File: src/rtl/edge_pulse_gen.sv
// Multi-channel edge detector with per-channel pulse stretcher and sticky retrigger flags.
// Detection and the stretched output are combinational from in; all state updates on clk.
module edge_pulse_gen #(
  parameter int DW = 1,
  parameter int PW = 1,
  localparam int CW = $clog2(PW + 1)
) (
  input  logic          clk,
  input  logic          nreset,
  input  logic          en,
  input  logic [1:0]    mode,
  input  logic          clr,
  input  logic [DW-1:0] in,
  output logic [DW-1:0] edge_det,
  output logic [DW-1:0] out,
  output logic [DW-1:0] retrig
);

  typedef enum logic [1:0] {
    MODE_RISE = 2'b00,
    MODE_FALL = 2'b01,
    MODE_BOTH = 2'b10,
    MODE_NONE = 2'b11
  } mode_t;

  localparam logic [CW-1:0] RELOAD = CW'(PW - 1);

  logic [DW-1:0] in_reg;
  logic [DW-1:0] rise;
  logic [DW-1:0] fall;
  logic [DW-1:0] det;
  logic [DW-1:0] busy;
  logic [CW-1:0] cnt [DW];
  logic          primed;

  always_comb begin
    rise = in & ~in_reg;
    fall = ~in & in_reg;
    case (mode_t'(mode))
      MODE_RISE: det = rise;
      MODE_FALL: det = fall;
      MODE_BOTH: det = rise | fall;
      default:   det = '0;
    endcase
  end

  always_comb begin
    busy = '0;
    for (int i = 0; i < DW; i++) begin
      busy[i] = (cnt[i] != '0);
    end
  end

  // Gating with nreset drops edge/out in the very cycle reset is sampled low.
  assign edge_det = det & {DW{en & primed & nreset}};
  assign out      = (edge_det | busy) & {DW{nreset}};

  always_ff @(posedge clk) begin
    if (!nreset) begin
      in_reg <= '0;
      primed <= 1'b0;
      retrig <= '0;
      for (int i = 0; i < DW; i++) begin
        cnt[i] <= '0;
      end
    end else begin
      // in_reg tracks in unconditionally so a mode or enable change never sees stale history.
      in_reg <= in;
      primed <= 1'b1;
      for (int i = 0; i < DW; i++) begin
        if (edge_det[i]) begin
          cnt[i] <= RELOAD;
        end else if (busy[i]) begin
          cnt[i] <= cnt[i] - CW'(1);
        end
        if (edge_det[i] && busy[i]) begin
          retrig[i] <= 1'b1;
        end else if (clr) begin
          retrig[i] <= 1'b0;
        end
      end
    end
  end

endmodule

File: config.mk
export PLATFORM = sky130hd
export DESIGN_NAME = edge_pulse_gen
export DESIGN_NICKNAME = d
export VERILOG_FILES = /design/src/rtl/edge_pulse_gen.sv
export SDC_FILE = /design/constraint.sdc
export NUM_CORES = 1
export LEC_CHECK = 0
export BUFFER_PORTS_ARGS = -buffer_cell sky130_fd_sc_hd__buf_2
export CAP_MARGIN = 5
export CORE_AREA = 2 2 39 41
export CTS_BUF_LIST = sky130_fd_sc_hd__clkbuf_8 sky130_fd_sc_hd__clkbuf_16
export CTS_CLUSTER_SIZE = 20
export DETAILED_ROUTE_END_ITERATION = 8
export DIE_AREA = 0 0 41 43
export SLEW_MARGIN = 20
export SYNTH_ARGS = -nofsm -noshare
export SYNTH_HDL_FRONTEND = slang
export SYNTH_SLANG_ARGS = --single-unit
File: constraint.sdc
create_clock -name clk -period 1.6 [get_ports clk]
set_input_delay 0.32 -clock clk [delete_from_list [all_inputs] [get_ports clk]]
set_output_delay 0.32 -clock clk [all_outputs]
set_load 0.02 [all_outputs]
==> summary.txt <==
Routing
  • Vias after detailed routing: just under 200
  • Drt via density: slightly below 4
  • DRC: 0
  • Pre-Repair DR Iteration Count: 2
  • DR iter-0 viols: 1
  • Wire per inst: ~9.7 um
  • Final ANT Viol Nets: 0
  • Final WL: a little under 500 um

Global route
  • Grt ovf: 0
  • Vias in the first global route: 201
  • Routing usage on met3: under 10%
  • GRT Total Usage: approximately 7.9%
  • Largest net degree at the start of global routing: 7
  • Grt met1 use: 6.11%
  • M2 GR Usage: 12.2%
  • GRT Max-Usage Layer: met2
  • Antenna violations before repair: 0
  • First-pass GRT wire length: approximately 810 um

Pwr
  • Pwr Total: between 300 and 400 uW
  • PwrDens: between 1000 and 1500 nW/um^2
  • LEAKAGE: 0.000165 uW
  • Maximum VDD drop: 277 uV

Critical path
  • Critical path arrival: roughly 1.3 ns
  • CP required: about 1.3 ns
  • Crit Path Max Fanout: 3
  • Critical Path End Type: primary output
  • WP depth: 5
  • Worst Path Buf+Inv: 1
  • FF-to-FF End: cnt[0]
  • FF-to-FF path depth: 5
  • CP peak stage delay: between 0.3 and 0.4 ns
  • CP cell instances: ha_4 > o21ai_4 > o31ai_4 > o21ai_1 > buf_4
  • CP startpoint kind: flop
  • Top delay family on crit path: compound AO/OA/AOI/OAI gates
  • Reg2Reg Setup Slack: 0.19 ns
  • Slowest CP cell: dfxtp_2
  • Critical Setup Path Class: reg -> out
  • Reg2reg start: in_reg

Clocking
  • CTS Buffer Depth: 2
  • Num CTS Buffers: 3
  • Skew-Pair Late Insertion Delay: 0.22 ns
  • CTS tree: yes
  • Root buf cell: clkbuf_8
  • Worst-path clk slew: around 0.03 ns
  • H-Tree Depth: 1
  • Post-CTS Hold Fix Bufs: 0
  • CTS Sinks: 4

Timing
  • Clock Skew: 0.00812 ns
  • Tcrit/Tclk final: 101%
  • Fmax: slightly above 600 MHz
  • Setup Viol. Count Final: 1
  • Count of final hold-check violations: 0
  • Final worst slack: -0.0158 ns
  • Max-slew violation count: 0
  • Hold slack: 0.298 ns
  • Tmin final: roughly 1.6 ns
  • RSZ-0062 raised after global routing: true

Die
  • Starting Density: ~15%
  • Die Y: between 40 and 50 um
  • IO Pins: 10
  • CORE AREA: ~1400 sq um
  • Rows: 14
  • DIE AREA: 1760 sq um
  • Die W: roughly 41 um

Hold path
  • WHS Endpoint: primed
  • HP Class: in -> reg
  • Hold Path Origin: nreset
  • Hold path cells: 1

Layout
  • Area growth syn-to-layout: 74.7%
  • # diodes: 0
  • Layout Nets: between 40 and 50
  • Layout cell share with drive strength beyond 1: a little under three fifths
  • Filler Cell Count: 150

Run status
  • Failing checks: setup timing
  • Outcome: finished, violations left

Placed design
  • DPL Wire Length: 352 um
  • IO buf count: 9
  • Gp weighted congestion: approximately 0.66
  • Setup Slack @ Placement: -0.0596 ns

Logic synthesis
  • Yosys warning count: 0
  • Mean Syn Cell Area: 10.1 sq um
  • Cell count after synthesis: 21
  • Netlist cell types: 13
  • Yosys reg bits: 4
  • Post-synthesis sequential area ratio: a little over two fifths
  • Synthesized cell area: 213 sq um
  • Syn_nets: 30

Run
  • Max-cap violations: 0
layer usage:
| layer | up-vias | share of wire, % |
|---|---|---|
| li1 | 99 | - |
| met1 | 91 | 43 |
| met2 | 6 | 49 |
| met3 | 0 | 7.7 |
| met4 | 0 | 0 |
| met5 | - | 0 |
layout make-up:
class	count	area [sq um]	share of cell area, %
Sequential cell	4	91.3	24.6
Clock buffer	3	41.3	11.1
Tap cell	16	20.0	5.39
Multi-Input combinational cell	13	143	38.4
Inverter	4	15.0	4.04
Clock inverter	1	3.75	1.01
Timing Repair Buffer	10	57.6	15.5
worst max-delay path by stage:
stage / from / to / slack (ns)
final: in_reg / out / -0.02
after global routing: in_reg / out / -0.06
after CTS: in_reg / out / -0.06
after detailed placement: in / out / -0.06
after global placement: in / out / -0.05
after floorplan: in / out / 0.07
power breakdown:
| group | leakage (uW) | internal, uW | switching [uW] |
|---|---|---|---|
| Combinational | 0.000103 | 25.9 | 29.2 |
| Clock | 0.0000269 | 164 | 56.1 |
| Sequential | 0.0000353 | 110 | 2.83 |
cell families (layout without fill, tap and decap cells):
family	after synthesis	in the layout	synth area share (%)
fa+ha+maj	2	2	11.8
simple gates	4	4	10.0
other cells	1	1	1.76
flops	4	4	42.4
compound gates	6	6	27.1
buf+inv	4	18	7.06
cell usage after synthesis:
cell	instances	share of area, %
nand2_1	1	1.8
nor2_1	1	1.8
o31ai_2	2	12
o211ai_1	1	3.5
o2111ai_2	1	7.1
dfxtp_1	3	28
nand3b_1	1	3.5
o21ai_1	2	4.7
edfxtp_1	1	14
and2_1	1	2.9
ha_1	2	12
inv_1	4	7.1
conb_1	1	1.8
placed cells by master (no fill, tap or decap), drive strengths merged, types with 2 or more instances in the layout:
| cell | n |
|---|---|
| buf | 10 |
| clkbuf | 3 |
| dfxtp | 3 |
| ha | 2 |
| inv | 5 |
| o21ai | 2 |
| o31ai | 2 |
repair_timing:
item | CTS | global route
buffers inserted | 1 | 0
setup endpoints to repair | 2 | 2
gates resized for setup | 7 | 1
endpoints found under the hold margin | 0 | 0
pin swaps | 4 | 4
stage by stage:
step	setup TNS (ns)	instance area [sq um]	util (%)	cells
6_report	-0.0158	372	26.9	51
5_1_grt	-0.0803	372	26.9	51
4_1_cts	-0.0573	369	26.7	51
3_5_place_dp	-0.0691	278	20.1	46
3_3_place_gp	-0.0566	278	20.1	46
2_1_floorplan	0	213	-	21
Power figures use the tool's default switching activity.
